### src/rtl/counter_xn.sv
// counter_xn: CH prescaled down-counters with stop/one-shot/periodic/square modes.
// Register port on the MIO bus, per-channel outputs and a maskable irq.
module counter_xn #(
  parameter int CH      = 3,
  parameter int CHW     = 2,
  parameter int WIDTH   = 32,
  parameter int PRESC_W = 8
) (
  input  logic             clk,
  input  logic             RSTN,
  input  logic             counter_we,
  input  logic [CHW-1:0]   counter_ch,
  input  logic [1:0]       reg_sel,
  input  logic [WIDTH-1:0] counter_val,
  output logic [WIDTH-1:0] counter_out,
  output logic [CH-1:0]    counter_OUT,
  output logic             irq
);

  typedef enum logic [1:0] {
    M_STOP = 2'b00,
    M_ONE  = 2'b01,
    M_PER  = 2'b10,
    M_SQR  = 2'b11
  } mode_e;

  logic [WIDTH-1:0]   cnt_q    [CH];
  logic [WIDTH-1:0]   cnt_d    [CH];
  logic [WIDTH-1:0]   reload_q [CH];
  logic [WIDTH-1:0]   reload_d [CH];
  logic [PRESC_W-1:0] presc_q  [CH];
  logic [PRESC_W-1:0] presc_d  [CH];
  logic [PRESC_W-1:0] pc_q     [CH];
  logic [PRESC_W-1:0] pc_d     [CH];
  mode_e              mode_q   [CH];
  mode_e              mode_d   [CH];

  logic [CH-1:0] irqen_q, irqen_d;
  logic [CH-1:0] run_q, run_d;
  logic [CH-1:0] out_q, out_d;
  logic [CH-1:0] sts_q, sts_d;
  logic [CH-1:0] ev;
  logic [CH-1:0] clr;

  logic sel;
  logic ld;
  logic cw;
  logic act;
  logic tick;

  // Next state per channel: a LOAD/CTRL write to a channel beats its tick.
  always_comb begin
    ev   = '0;
    sel  = 1'b0;
    ld   = 1'b0;
    cw   = 1'b0;
    act  = 1'b0;
    tick = 1'b0;
    irqen_d = irqen_q;
    run_d   = run_q;
    out_d   = out_q;
    for (int i = 0; i < CH; i++) begin
      cnt_d[i]    = cnt_q[i];
      reload_d[i] = reload_q[i];
      presc_d[i]  = presc_q[i];
      pc_d[i]     = pc_q[i];
      mode_d[i]   = mode_q[i];
      sel  = counter_we && (counter_ch == CHW'(i));
      ld   = sel && (reg_sel == 2'd0);
      cw   = sel && (reg_sel == 2'd1);
      act  = (mode_q[i] != M_STOP) && run_q[i];
      tick = act && (pc_q[i] == presc_q[i]);
      unique case (1'b1)
        ld: begin
          cnt_d[i]    = counter_val;
          reload_d[i] = counter_val;
          pc_d[i]     = '0;
          out_d[i]    = 1'b0;
          run_d[i]    = (counter_val != '0);
        end
        cw: begin
          mode_d[i]   = mode_e'(counter_val[1:0]);
          irqen_d[i]  = counter_val[2];
          presc_d[i]  = counter_val[PRESC_W+7:8];
          pc_d[i]     = '0;
          out_d[i]    = 1'b0;
        end
        default: begin
          if (act) begin
            pc_d[i] = tick ? '0 : pc_q[i] + 1'b1;
          end
          if (mode_q[i] == M_PER) begin
            out_d[i] = 1'b0;
          end
          if (tick && (cnt_q[i] > WIDTH'(1))) begin
            cnt_d[i] = cnt_q[i] - 1'b1;
          end else if (tick && (cnt_q[i] == WIDTH'(1))) begin
            ev[i] = 1'b1;
            unique case (mode_q[i])
              M_ONE: begin
                cnt_d[i] = '0;
                run_d[i] = 1'b0;
                out_d[i] = 1'b1;
              end
              M_PER: begin
                cnt_d[i] = reload_q[i];
                out_d[i] = 1'b1;
              end
              default: begin
                cnt_d[i] = reload_q[i];
                out_d[i] = ~out_q[i];
              end
            endcase
          end
        end
      endcase
    end
  end

  // Status is sticky; a new event wins over a same-cycle clear.
  always_comb begin
    clr = '0;
    if (counter_we && (reg_sel == 2'd2)) begin
      clr = counter_val[CH-1:0];
    end
    sts_d = (sts_q & ~clr) | ev;
  end

  // Channel state registers.
  always_ff @(posedge clk or negedge RSTN) begin
    if (!RSTN) begin
      for (int i = 0; i < CH; i++) begin
        cnt_q[i]    <= '0;
        reload_q[i] <= '0;
        presc_q[i]  <= '0;
        pc_q[i]     <= '0;
        mode_q[i]   <= M_STOP;
      end
      irqen_q <= '0;
      run_q   <= '0;
      out_q   <= '0;
      sts_q   <= '0;
    end else begin
      for (int i = 0; i < CH; i++) begin
        cnt_q[i]    <= cnt_d[i];
        reload_q[i] <= reload_d[i];
        presc_q[i]  <= presc_d[i];
        pc_q[i]     <= pc_d[i];
        mode_q[i]   <= mode_d[i];
      end
      irqen_q <= irqen_d;
      run_q   <= run_d;
      out_q   <= out_d;
      sts_q   <= sts_d;
    end
  end

  logic [WIDTH-1:0] rd_cnt;
  logic [WIDTH-1:0] rd_rel;
  logic [WIDTH-1:0] rd_ctl;
  logic [WIDTH-1:0] rd_sts;

  // Read mux; an unmatched channel leaves everything but status at 0.
  always_comb begin
    rd_cnt = '0;
    rd_rel = '0;
    rd_ctl = '0;
    rd_sts = '0;
    rd_sts[CH-1:0] = sts_q;
    for (int i = 0; i < CH; i++) begin
      if (counter_ch == CHW'(i)) begin
        rd_cnt = cnt_q[i];
        rd_rel = reload_q[i];
        rd_ctl[1:0] = mode_q[i];
        rd_ctl[2]   = irqen_q[i];
        rd_ctl[PRESC_W+7:8] = presc_q[i];
      end
    end
    unique case (reg_sel)
      2'd0:    counter_out = rd_cnt;
      2'd1:    counter_out = rd_ctl;
      2'd2:    counter_out = rd_sts;
      default: counter_out = rd_rel;
    endcase
  end

  assign counter_OUT = out_q;
  assign irq         = |(sts_q & irqen_q);

endmodule

### config.mk
export PLATFORM = sky130hd
export DESIGN_NAME = counter_xn
export DESIGN_NICKNAME = d
export VERILOG_FILES = /design/src/rtl/counter_xn.sv
export SDC_FILE = /design/constraint.sdc
export NUM_CORES = 1
export LEC_CHECK = 0
export ABC_AREA = 1
export BUFFER_PORTS_ARGS = -buffer_cell sky130_fd_sc_hd__buf_2
export CORE_AREA = 8 8 199 248
export DETAILED_ROUTE_END_ITERATION = 12
export DIE_AREA = 0 0 207 256
export PLACE_DENSITY = 0.55
export SYNTH_ARGS = -nofsm -noshare
export SYNTH_HDL_FRONTEND = slang
export SYNTH_SLANG_ARGS = --single-unit
### constraint.sdc
create_clock -name clk -period 3.31 [get_ports clk]
set_input_delay 0.1655 -clock clk [delete_from_list [all_inputs] [get_ports clk]]
set_output_delay 0.1655 -clock clk [all_outputs]
set_load 0.01 [all_outputs]
# After elaboration in Yosys (flattened, before gate mapping)
# Cells that the tools add are included.
# totals
ff_bits	258
output_inout_bits	36
inputBits	39
wordCells	185
# classes
bitwise_logic	10
reduce_logical	53
magnitude_cmp	3
n_eq_ne	19
muxes	71
add_sub_neg	6
# op_table
op	n
32-bit 2-to-1 mux	15
32-bit case mux with 2 select lines	3
32-bit by 1-bit == test with 1-bit output (second input constant)	3
32-bit by 1-bit > comparator with 1-bit output (second input constant)	3
8-bit 2-to-1 mux	12
32-bit case mux with 3 select lines	1
32-bit by 1-bit subtractor with 32-bit output (second input constant)	3
1-bit 2-to-1 mux	33
32-bit nonzero test	1
8-bit by 1-bit adder with 8-bit output (second input constant)	3
8-bit == test	3
2-bit nonzero test	12
1-bit logical AND	22
3-bit 2-to-1 mux	4
4-bit AND reduction	3
2-bit OR reduction	6
2-bit by 1-bit == test with 1-bit output (second input constant)	5
2-bit == test (second input constant)	5
3-bit nonzero test	3
3-bit AND	2
2-bit inequality test (second input constant)	3
1-bit NOT	6
1-bit case mux with 2 select lines	3
2-bit AND reduction	3
4 further kinds	5

# Logic depth before layout (Yosys ltp)
# Gate-level depths: netlist of run 1.
# logic_depth
word_depth	8
mapped_depth	16

# Least setup slack after synthesis of run 1
# No wires, ideal clock.
# synth_path
path_type	reg2reg
startpoint	register cnt_q[64] (netlist name)
endpoint	register cnt_q[90] (netlist name)
path_buffers	1
path_slack_ns	1.433
synth_period_minus_slack_ns	1.877
arrival_ns	1.760
path_stages_with_launch	17
required_ns	3.193
path_cell_list	dfrtp_1 > inv_1 > ha_1 > nand2_2 > nor2_4 > nand2_2 > inv_1 > nand2_2 > buf_6 > nand2_1 > nor2_1 > nand2_1 > nand2_1 > nand2_1 > nand2_1 > nand2_1 > nand2_1
# synth_between
elab_chain_len	4
elab_cells_between_ends	9
# synth_lines
element	line	rtl
from (decl)	27	logic [WIDTH-1:0] cnt_q [CH];
from (signal, indexed assignment)	145	cnt_q[i] <= cnt_d[i];
32-bit by 1-bit > comparator with 1-bit output / 32-bit by 1-bit == test with 1-bit output (equally long branches)	95, 97	
1-bit logical AND, on equally long branches	95, 97	
32-bit 2-to-1 mux / 3-bit nonzero test (equally long branches)	-	
32-bit case mux with 2 select lines / 2-bit AND reduction (equally long branches)	-	
# Several ways; a longest one is shown, not always the timed one.
# A chain may end at the register's enable or synchronous reset.

# Worst setup path in the final report of run 1
# layout_path
startpoint	register cnt_q[0] (netlist name)
endpoint	register cnt_q[11] (netlist name)
# Same word-level chain as after synthesis.

==> results of run 1 <==
==> cells in the final DEF (no fill, tap or decap), types with 9 or more instances in the layout <==
cell type      count
nand2_1         1102
nor2_1           291
inv_1            280
dfrtp_1          258
nand3_1          215
o21ai_0          165
o22ai_1           77
buf_2             73
a21oi_1           58
xor2_1            45
buf_4             37
clkbuf_16         36
nand4_1           31
dlygate4sd3_1     22
nor2_2            21
xnor2_1           18
ha_1              18
nand3b_1          15
nand2_2           14
inv_2             11
o221ai_1          10
nor2_4            10
nor3_1            10
nor4_1             9
==> synthesized netlist by cell type, types with 2 or more instances <==
library cell / n / area [sq um]
nand2_1: 1103 / 4140
nor2_1: 293 / 1100
inv_1: 280 / 1051
dfrtp_1: 258 / 6456
nand3_1: 216 / 1081
o21ai_0: 165 / 825.8
o22ai_1: 77 / 481.7
a21oi_1: 58 / 290.3
clkbuf_1: 46 / 172.7
xor2_1: 45 / 394.1
nand4_1: 31 / 193.9
buf_2: 29 / 145.1
nor2_2: 21 / 131.4
ha_1: 18 / 225.2
xnor2_1: 18 / 157.7
buf_6: 15 / 168.9
nand3b_1: 15 / 112.6
buf_1: 13 / 48.80
nand2_2: 13 / 81.33
inv_2: 11 / 41.29
nor3_1: 10 / 50.05
o221ai_1: 10 / 87.58
nor4_1: 9 / 56.30
nor2_4: 8 / 90.09
a221oi_1: 6 / 52.55
clkinv_1: 6 / 22.52
nand3_2: 5 / 50.05
buf_4: 4 / 30.03
a31oi_1: 3 / 18.77
and2_1: 3 / 18.77
a22oi_1: 2 / 15.01
inv_4: 2 / 12.51
nand2_4: 2 / 22.52
==> final timing paths <==
check / slack (ps) / depth (start not counted) / to / start
max: 500 / 13 / cnt_q[11]$_DFFE_PN0P_ / cnt_q[0]$_DFFE_PN0P_
min: 30 / 3 / presc_q[11]$_DFFE_PN0P_ / counter_val[11]
max reg2reg: 500 / 13 / cnt_q[11]$_DFFE_PN0P_ / cnt_q[0]$_DFFE_PN0P_
min reg2reg: 480 / 2 / cnt_q[1]$_DFFE_PN0P_ / cnt_q[1]$_DFFE_PN0P_
max in group asynchronous: 2140 / 3 / cnt_q[57]$_DFFE_PN0P_ / RSTN
min in group asynchronous: 240 / 2 / pc_q[13]$_DFFE_PN0P_ / RSTN
==> cell type report <==
| cell class | instances | area [sq um] |
|---|---|---|
| fill | 4876 | 25320 |
| tap | 585 | 732.0 |
| multi-input combinational | 2144 | 9834 |
| sequential | 258 | 6456 |
| clock inverter | 13 | 115.1 |
| clock buffer | 49 | 1020 |
| timing repair buffer | 138 | 978.4 |
| inverter | 299 | 1127 |
| antenna | 2 | 5.005 |
==> routing by layer <==
layer	part of all wire, %	global-route usage (%)
met4	3.8	10.50
met3	8.4	5.745
met1	43	37.71
met5	0.040	0
met2	45	43.96
==> cell families after synthesis <==
logic type / Yosys count / share of synthesized area, %
multiplexers: 1 / 0.06269
XOR/XNOR: 63 / 3.072
flip-flops: 258 / 35.95
buffers and inverters: 406 / 9.425
adder cells (fa/ha/maj): 18 / 1.254
AO/OA/AOI/OAI: 328 / 10.28
AND/OR/NAND/NOR: 1734 / 39.97
==> sequential cells by signal, summed over array words and instances (netlist names) <==
register	flops
cnt_q	96
reload_q	96
pc_q	24
presc_q	24
mode_q	6
counter_OUT	3
irqen_q	3
run_q	3
sts_q	3
==> through the flow <==
step | cells | instance area, sq um | hold slack [ps]
floorplan | 2808 | 17960 | -130.1
global placement | 3402 | 18910 | 301.4
detailed placement | 3402 | 18910 | 314.6
CTS | 3486 | 20260 | 0.2346
global route | 3486 | 20260 | 46.57
finish | 3488 | 20270 | 30.82
==> power by group through the flow <==
| stage | clock, mW | combinational (mW) | sequential [mW] |
|---|---|---|---|
| global placement | 0 | 5.95 | 5.15 |
| detailed placement | 0 | 5.96 | 5.17 |
| global route | 4.00 | 6.82 | 5.28 |
| CTS | 3.89 | 6.02 | 5.12 |
| floorplan | 0 | 4.26 | 4.82 |
| finish | 3.83 | 6.10 | 5.15 |
==> worst min-delay path, stage by stage <==
cell and delay [ps]:
buf_2 210, nand2_1 100, o21ai_0 70
==> results.json, run 1 <==
{
  "synthDistinctLibCells": 46,
  "cp-end-kind": "register",
  "cp_top_family": "simple AND/OR/NAND/NOR gates",
  "ys_seq_area_share_pct": 35.95,
  "rsz0062_at_grt": "no",
  "finalSetupTns_ps": 0,
  "drive_gt1_share_pct": 8.411,
  "outcome": "finished clean",
  "first_pass_iters": 6,
  "p_seq_share_pct": 34.2,
  "numPortBuffers": 74,
  "syn_nets": 2865,
  "initialDrtViolationCount": 1957,
  "synth-main-ff-cell": "dfrtp_1",
  "gp_congestion": 1.008,
  "max_stage_delay_ps": 470,
  "rows": 88,
  "grt_pass1_vias": 17940,
  "synth_area_per_cell_sq_um": 6.396,
  "initial_core_util_pct": 39.40,
  "pwr-share-comb_pct": 40.5,
  "max-cap-violations": 0,
  "dieWidth_microns": 207,
  "antenna_found_initial": 2,
  "grt_pass1_wl_mm": 114.1,
  "power.density_nw_per_um2": 744.3,
  "fin_ws_ps": 499.1,
  "syn-cell-area_sq_um": 17960,
  "via_per_inst": 5.470,
  "critPathSlowestCell": "dfrtp_1",
  "pwr-share-clk_pct": 25.4,
  "dieArea_sq_um": 52990,
  "cts_buffers": 35,
  "drc": 0,
  "clock-root-buffer": "clkbuf_16",
  "required_ps": 3750,
  "tritoncts": "built",
  "worstHoldPathType": "in2reg",
  "timing.fmax_ghz": 0.3558,
  "clockBufferDepth": 3,
  "ys_async_sr_fraction_pct": 100.0,
  "cts_setup_buffers": 0,
  "cts.sinks": 258,
  "swShare_pct": 44.95,
  "crit_buf_inv": 3,
  "ys_ff_latch": 258,
  "internal-power_mw": 8.305,
  "worstSetupPathType": "reg2reg",
  "synth-edff-count": 0,
  "grt.total_usage_pct": 28.05,
  "place_ws_ps": 568.6,
  "wl_mm": 76.87,
  "cp_cell_sequence": "inv_1 -> ha_1 -> nand2_2 -> nor2_4 -> nand2_2 -> nor2_1 -> nor2_1 -> nand3_2 -> nand3_4 -> inv_4 -> nand2_1 -> nand2_1 -> inv_1",
  "peakVddDrop_v": 0.0004120,
  "cts_hold_buf": 22,
  "arrival_ps": 3250,
  "ant_nets": 0,
  "yosysWarnings": 0,
  "insertion_delay_ps": 560,
  "hpwl_mm": 57.08,
  "fin_crit_sh_pct": 84.92,
  "die_h_microns": 256,
  "slew_headroom_pct": 20.58,
  "tightest_slew_ps": 1190,
  "finalSetupViolCount": 0,
  "vias": 19079,
  "wl_per_cell_microns": 22.04,
  "syn_inst": 2808,
  "h-tree-depth": 2,
  "final.setup_skew_ps": 23.84,
  "power_leakage_nw": 10.57,
  "critPathLaunchType": "register",
  "core_area_sq_um": 45580,
  "path_clk_slew_ps": 60,
  "period_minus_slack_ps": 2811,
  "overflow": 0,
  "fin_nets": 2933,
  "power_switching_mw": 6.780,
  "grt_max_degree": 97,
  "slew_viol_final": 0,
  "power_mw": 15.08,
  "cts-resized-gates": 0,
  "path_max_fanout": 32,
  "syn_to_final_growth_pct": 12.85,
  "fin_util_pct": 44.46,
  "hold_viol": 0,
  "ios": 75
}
Note: power is estimated with default switching activity, not from simulation.
==> run 2: changes to the inputs <==
--- a/config.mk
+++ b/config.mk
@@ -10,7 +10,7 @@
 export CORE_AREA = 8 8 199 248
 export DETAILED_ROUTE_END_ITERATION = 12
 export DIE_AREA = 0 0 207 256
-export PLACE_DENSITY = 0.55
+export PLACE_DENSITY = 0.57
 export SYNTH_ARGS = -nofsm -noshare
 export SYNTH_HDL_FRONTEND = slang
 export SYNTH_SLANG_ARGS = --single-unit
==> constraint.sdc (replaced) <==
create_clock -name clk -period 2.5 [get_ports clk]
set_input_delay 0.125 -clock clk [delete_from_list [all_inputs] [get_ports clk]]
set_output_delay 0.125 -clock clk [all_outputs]
set_load 0.01 [all_outputs]
==> results.json, run 2 (synthesized netlist as in run 1, its figures left out) <==
{
  "outcome": "finished clean",
  "fin_nets": 3007,
  "power.density_nw_per_um2": 979.1,
  "h-tree-depth": 2,
  "tightest_slew_ps": 705.1,
  "numPortBuffers": 74,
  "timing.fmax_ghz": 0.4199,
  "path_clk_slew_ps": 60,
  "clock-root-buffer": "clkbuf_16",
  "placed_area_sq_um": 19510,
  "drc": 0,
  "via_per_inst": 5.487,
  "hold_ws_ps": 20.26,
  "hold_viol": 0,
  "slew_viol_final": 0,
  "vias": 19528,
  "r2r_setup_slack_ps": 120,
  "dieArea_sq_um": 52990,
  "path_max_fanout": 20,
  "arrival_ps": 2820,
  "wl_per_cell_microns": 21.99,
  "syn_to_final_growth_pct": 16.89,
  "grt_pass1_vias": 18675,
  "grt_pass1_wl_mm": 117.6,
  "crit_path_end": "cnt_q[9]$_DFFE_PN0P_",
  "die_h_microns": 256,
  "power_switching_mw": 9.087,
  "worstSetupPathType": "reg2reg",
  "place_inst": 3472,
  "rows": 88,
  "insertion_delay_ps": 560,
  "initialDrtViolationCount": 2010,
  "r2r_end": "cnt_q[9]$_DFFE_PN0P_",
  "use_met1_pct": 38.50,
  "pwr-share-clk_pct": 25.1,
  "period_minus_slack_ps": 2381,
  "tritoncts": "built",
  "mostFrequentLayoutCell": "nand2_1",
  "core_area_sq_um": 45580,
  "swShare_pct": 44.21,
  "fin_util_pct": 46.06,
  "required_ps": 2940,
  "reg_top3": "cnt_q x96, reload_q x96",
  "hpwl_mm": 59.61,
  "cts.sinks": 258,
  "slew_headroom_pct": 52.99,
  "antenna_found_initial": 0,
  "drive_gt1_share_pct": 10.63,
  "n_antenna_cell": 0,
  "finalSetupViolCount": 0,
  "wl_mm": 78.28,
  "grt_max_degree": 79,
  "busiest_layer": "met2",
  "worstHoldPathType": "in2reg",
  "fin_cells": 3559,
  "power_leakage_nw": 10.97,
  "grt.total_usage_pct": 28.78,
  "max-cap-violations": 0,
  "cp-end-kind": "register",
  "final_cell_mix": "nand2_1, nor2_1, inv_1, dfrtp_1, nand3_1",
  "cts_buffers": 34,
  "ios": 75,
  "reg2reg_from": "mode_q[0]$_DFFE_PN0P_",
  "use_met2_pct": 45.67,
  "gp_congestion": 0.9857,
  "critPathLaunchType": "register",
  "initial_core_util_pct": 39.40,
  "dieWidth_microns": 207,
  "internal-power_mw": 11.47,
  "final.setup_skew_ps": 26.27,
  "p_seq_share_pct": 32.5,
  "peakVddDrop_v": 0.0004552,
  "overflow": 0,
  "reg2reg_depth": 14,
  "use_met3_pct": 5.941,
  "crit_start": "mode_q[0]$_DFFE_PN0P_",
  "fin_area_sq_um": 21000,
  "fin_crit_sh_pct": 95.26,
  "ant_nets": 0,
  "hold-path-cell-count": 3,
  "pwr-share-comb_pct": 42.4,
  "clockBufferDepth": 3,
  "first_pass_iters": 6
}
## run 2: cell types whose count changed in the layout (fill, tap and decap cells not counted), moves of 2 or more
cell / before / now
dlygate4sd3_1: 22 / 27
nor2_4: 10 / 13
buf_4: 37 / 101
nor2_2: 21 / 19
nand3_4: 1 / 3
diode_2: 2 / 0
buf_12: 5 / 11
clkbuf_8: 7 / 12
clkinv_2: 7 / 4
## run 2: critical path, stage by stage (launching register included)
cell and delay, ps:
dfrtp_1 340, inv_1 90, ha_1 240, nor2_4 190, nand2_1 70, nor2_1 180
and2_1 150, nand3_1 190, nor2_1 270, buf_12 200, nand2_1 90, nand3_1 70
nand2_1 70, nand2_1 70, nand2_1 50
## run 2: power groups by stage
| stage | Combinational [mW] | Clock (mW) | Sequential, mW |
|---|---|---|---|
| 2_1_floorplan | 5.64 | 0 | 6.38 |
| 3_3_place_gp | 8.39 | 0 | 6.67 |
| 3_5_place_dp | 8.49 | 0 | 6.67 |
| 4_1_cts | 8.57 | 5.24 | 6.63 |
| 5_1_grt | 9.71 | 5.37 | 6.82 |
| 6_report | 8.72 | 5.16 | 6.67 |
## run 2: final cells by class
class	instances	area, sq um
multi-input combinational	2144	9892
sequential	258	6456
clock buffer	52	1060
clock inverter	8	96.34
fill	4845	24590
timing repair buffer	213	1629
inverter	299	1130
tap	585	732.0
## run 2: repair_timing
action / CTS / global route
hold buffers: 27 / 0
endpoints found under the setup margin: 3 / 38
cloned: 0 / 0
setup buffers: 0 / 0
pin swaps: 0 / 1
gates resized for setup: 1 / 10
hold endpoints to repair: 155 / 0
## run 2: layer usage
layer | share of wire [%] | routed length, microns | vias up
met4 | 3.6 | 2783 | 0
met1 | 43 | 33590 | 9278
met3 | 8.5 | 6664 | 150
met2 | 45 | 35240 | 893
li1 | - | - | 9207
met5 | 0 | 0 | -
## run 2: stage by stage
| stage | setup slack (ps) | power (mW) | TNS (ps) |
|---|---|---|---|
| global placement | -120.1 | 15.07 | -281.7 |
| detailed placement | -133.3 | 15.17 | -304.1 |
| floorplan | 623.1 | 12.01 | 0 |
| finish | 118.6 | 20.56 | 0 |
| CTS | 4.404 | 20.43 | 0 |
| global route | -36.37 | 21.89 | -171.5 |
## run 2: worst min path at each step
stage	startpoint	endpoint	slack [ps]
3_5_place_dp	RSTN	pc_q[10]$_DFFE_PN0P_	190
3_3_place_gp	RSTN	pc_q[10]$_DFFE_PN0P_	190
5_1_grt	counter_val[12]	presc_q[4]$_DFFE_PN0P_	20
6_report	counter_val[13]	presc_q[21]$_DFFE_PN0P_	20
4_1_cts	counter_val[14]	presc_q[6]$_DFFE_PN0P_	0.5
2_1_floorplan	RSTN	cnt_q[0]$_DFFE_PN0P_	-170
==> run 3: changes to the inputs <==
--- a/config.mk
+++ b/config.mk
@@ -11,6 +11,7 @@
 export DETAILED_ROUTE_END_ITERATION = 12
 export DIE_AREA = 0 0 207 256
 export PLACE_DENSITY = 0.57
+export RECOVER_POWER = 50
 export SYNTH_ARGS = -nofsm -noshare
 export SYNTH_HDL_FRONTEND = slang
 export SYNTH_SLANG_ARGS = --single-unit
==> results.json, run 3 (synthesized netlist as in run 1, its figures left out) <==
{
  "outcome": "finished with violations",
  "violations": "max-capacitance violations, max-slew violations",
  "power.density_nw_per_um2": 980.2,
  "internal-power_mw": 11.47,
  "rows": 88,
  "critPathSlowestCell": "dfrtp_1",
  "fin_nets": 3007,
  "cts_buffers": 34,
  "min_from": "counter_we",
  "final_cell_mix": "nand2_1, nor2_1, inv_1, dfrtp_1, nand3_1",
  "cp_top_family": "simple AND/OR/NAND/NOR gates",
  "syn_to_final_growth_pct": 16.68,
  "cp_common_cell": "nand2_1",
  "power_leakage_nw": 10.96,
  "hold_viol": 0,
  "grt_pass1_vias": 18675,
  "slew_headroom_pct": -38.59,
  "fin_crit_sh_pct": 95.37,
  "reg2reg_depth": 14,
  "antenna_found_initial": 0,
  "arrival_ps": 2830,
  "initialDrtViolationCount": 2019,
  "grt_max_degree": 79,
  "grt.total_usage_pct": 28.78,
  "timing.fmax_ghz": 0.4194,
  "peakVddDrop_v": 0.0004506,
  "pwr-share-clk_pct": 25.1,
  "h-tree-depth": 2,
  "ios": 75,
  "r2r_end": "cnt_q[9]$_DFFE_PN0P_",
  "hpwl_mm": 59.61,
  "worstSetupPathType": "reg2reg",
  "cp_cell_sequence": "inv_1 -> ha_1 -> nor2_4 -> nand2_1 -> nor2_1 -> and2_1 -> nand3_1 -> nor2_1 -> buf_12 -> nand2_1 -> nand3_1 -> nand2_1 -> nand2_1 -> nand2_1",
  "drc": 0,
  "fill_cells": 4850,
  "finalSetupTns_ps": 0,
  "critPathLaunchType": "register",
  "cp-end-kind": "register",
  "required_ps": 2940,
  "initial_core_util_pct": 39.40,
  "gp_congestion": 0.9857,
  "finalSetupViolCount": 0,
  "wl_mm": 78.21,
  "path_clk_slew_ps": 60,
  "cts.sinks": 258,
  "crit_buf_inv": 2,
  "core_area_sq_um": 45580,
  "reg_top3": "cnt_q x96, reload_q x96",
  "slew_viol_final": 76,
  "p_seq_share_pct": 32.5,
  "hold-path-cell-count": 4,
  "fin_area_sq_um": 20960,
  "tritoncts": "built",
  "n_antenna_cell": 0,
  "placed_area_sq_um": 19510,
  "hold_ws_ps": 31.52,
  "first_pass_iters": 5,
  "vias": 19513,
  "swShare_pct": 44.18,
  "place_ws_ps": -133.3,
  "pwr-share-comb_pct": 42.4,
  "reg2reg_from": "mode_q[0]$_DFFE_PN0P_",
  "max-cap-violations": 1,
  "max_stage_delay_ps": 340,
  "drive_gt1_share_pct": 10.39,
  "ant_nets": 0,
  "grt_pass1_wl_mm": 117.6,
  "power_switching_mw": 9.076,
  "period_minus_slack_ps": 2384,
  "dieWidth_microns": 207,
  "mostFrequentLayoutCell": "nand2_1",
  "fin_ws_ps": 115.8,
  "tightest_slew_ps": 2079,
  "insertion_delay_ps": 560,
  "wl_per_cell_microns": 21.97,
  "clock-root-buffer": "clkbuf_16",
  "via_per_inst": 5.483,
  "worstHoldPathType": "in2reg",
  "cts_setup_buffers": 0,
  "hold_end": "sts_q[0]$_DFF_PN0_",
  "clockBufferDepth": 3,
  "final.setup_skew_ps": 25.35,
  "path_max_fanout": 20,
  "dieArea_sq_um": 52990,
  "r2r_setup_slack_ps": 120,
  "die_h_microns": 256,
  "numPortBuffers": 74,
  "overflow": 0
}
-- run 3: worst max-delay path by stage --
| stage | startpoint | to | slack, ps | cells after the start |
|---|---|---|---|---|
| 6_report | mode_q[0]$_DFFE_PN0P_ | cnt_q[9]$_DFFE_PN0P_ | 120 | 14 |
| 5_1_grt | mode_q[0]$_DFFE_PN0P_ | cnt_q[9]$_DFFE_PN0P_ | -40 | 14 |
| 4_1_cts | counter_val[8] | run_q[2]$_DFFE_PN0P_ | 4 | 6 |
| 3_5_place_dp | mode_q[0]$_DFFE_PN0P_ | cnt_q[29]$_DFFE_PN0P_ | -130 | 12 |
| 3_3_place_gp | mode_q[0]$_DFFE_PN0P_ | cnt_q[29]$_DFFE_PN0P_ | -120 | 12 |
| 2_1_floorplan | cnt_q[64]$_DFFE_PN0P_ | cnt_q[90]$_DFFE_PN0P_ | 620 | 16 |
-- run 3: stage by stage --
| step | total power, mW | std cells | util [%] |
|---|---|---|---|
| after floorplan | 12.01 | 2808 | - |
| after global placement | 15.07 | 3472 | 42.80 |
| after detailed placement | 15.17 | 3472 | 42.80 |
| after CTS | 20.43 | 3559 | 45.94 |
| after global routing | 21.89 | 3559 | 45.98 |
| final | 20.54 | 3559 | 45.98 |
-- run 3: worst register-to-register path, stage by stage (launching register included) --
cell,delay (ps)
dfrtp_1,340
inv_1,90
ha_1,240
nor2_4,190
nand2_1,70
nor2_1,190
and2_1,160
nand3_1,190
nor2_1,270
buf_12,200
nand2_1,90
nand3_1,70
nand2_1,70
nand2_1,70
nand2_1,50
-- run 3: cell type report --
type | instances | area [sq um] | area share [%]
Clock inverter | 8 | 96.34 | 0.4597
Inverter | 299 | 1130 | 5.391
Sequential cell | 258 | 6456 | 30.81
Clock buffer | 52 | 1060 | 5.057
Timing Repair Buffer | 213 | 1599 | 7.630
Multi-Input combinational cell | 2144 | 9884 | 47.16
Tap cell | 585 | 732.0 | 3.493
-- run 3: repair_timing --
item                                   CTS  global route
setup endpoints to repair                3            38
pin swaps                                0             1
gates resized for setup                  1            10
hold buffers                            27             0
endpoints found under the hold margin  155             0
-- run 3: routing by layer --
metal  global-route usage, %  vias up  wire, microns
met5                       0        -              0
met4                   10.00        0           2924
met3                   5.941      151           6916
met2                   45.67      904          35070
met1                   38.50     9238          33300
li1                        -     9220              -
-- run 3: power groups by stage --
stage | clock, mW | sequential (mW) | combinational, mW
6_report | 5.16 | 6.68 | 8.71
2_1_floorplan | 0 | 6.38 | 5.64
3_3_place_gp | 0 | 6.67 | 8.39
3_5_place_dp | 0 | 6.67 | 8.49
5_1_grt | 5.37 | 6.82 | 9.70
4_1_cts | 5.24 | 6.63 | 8.57
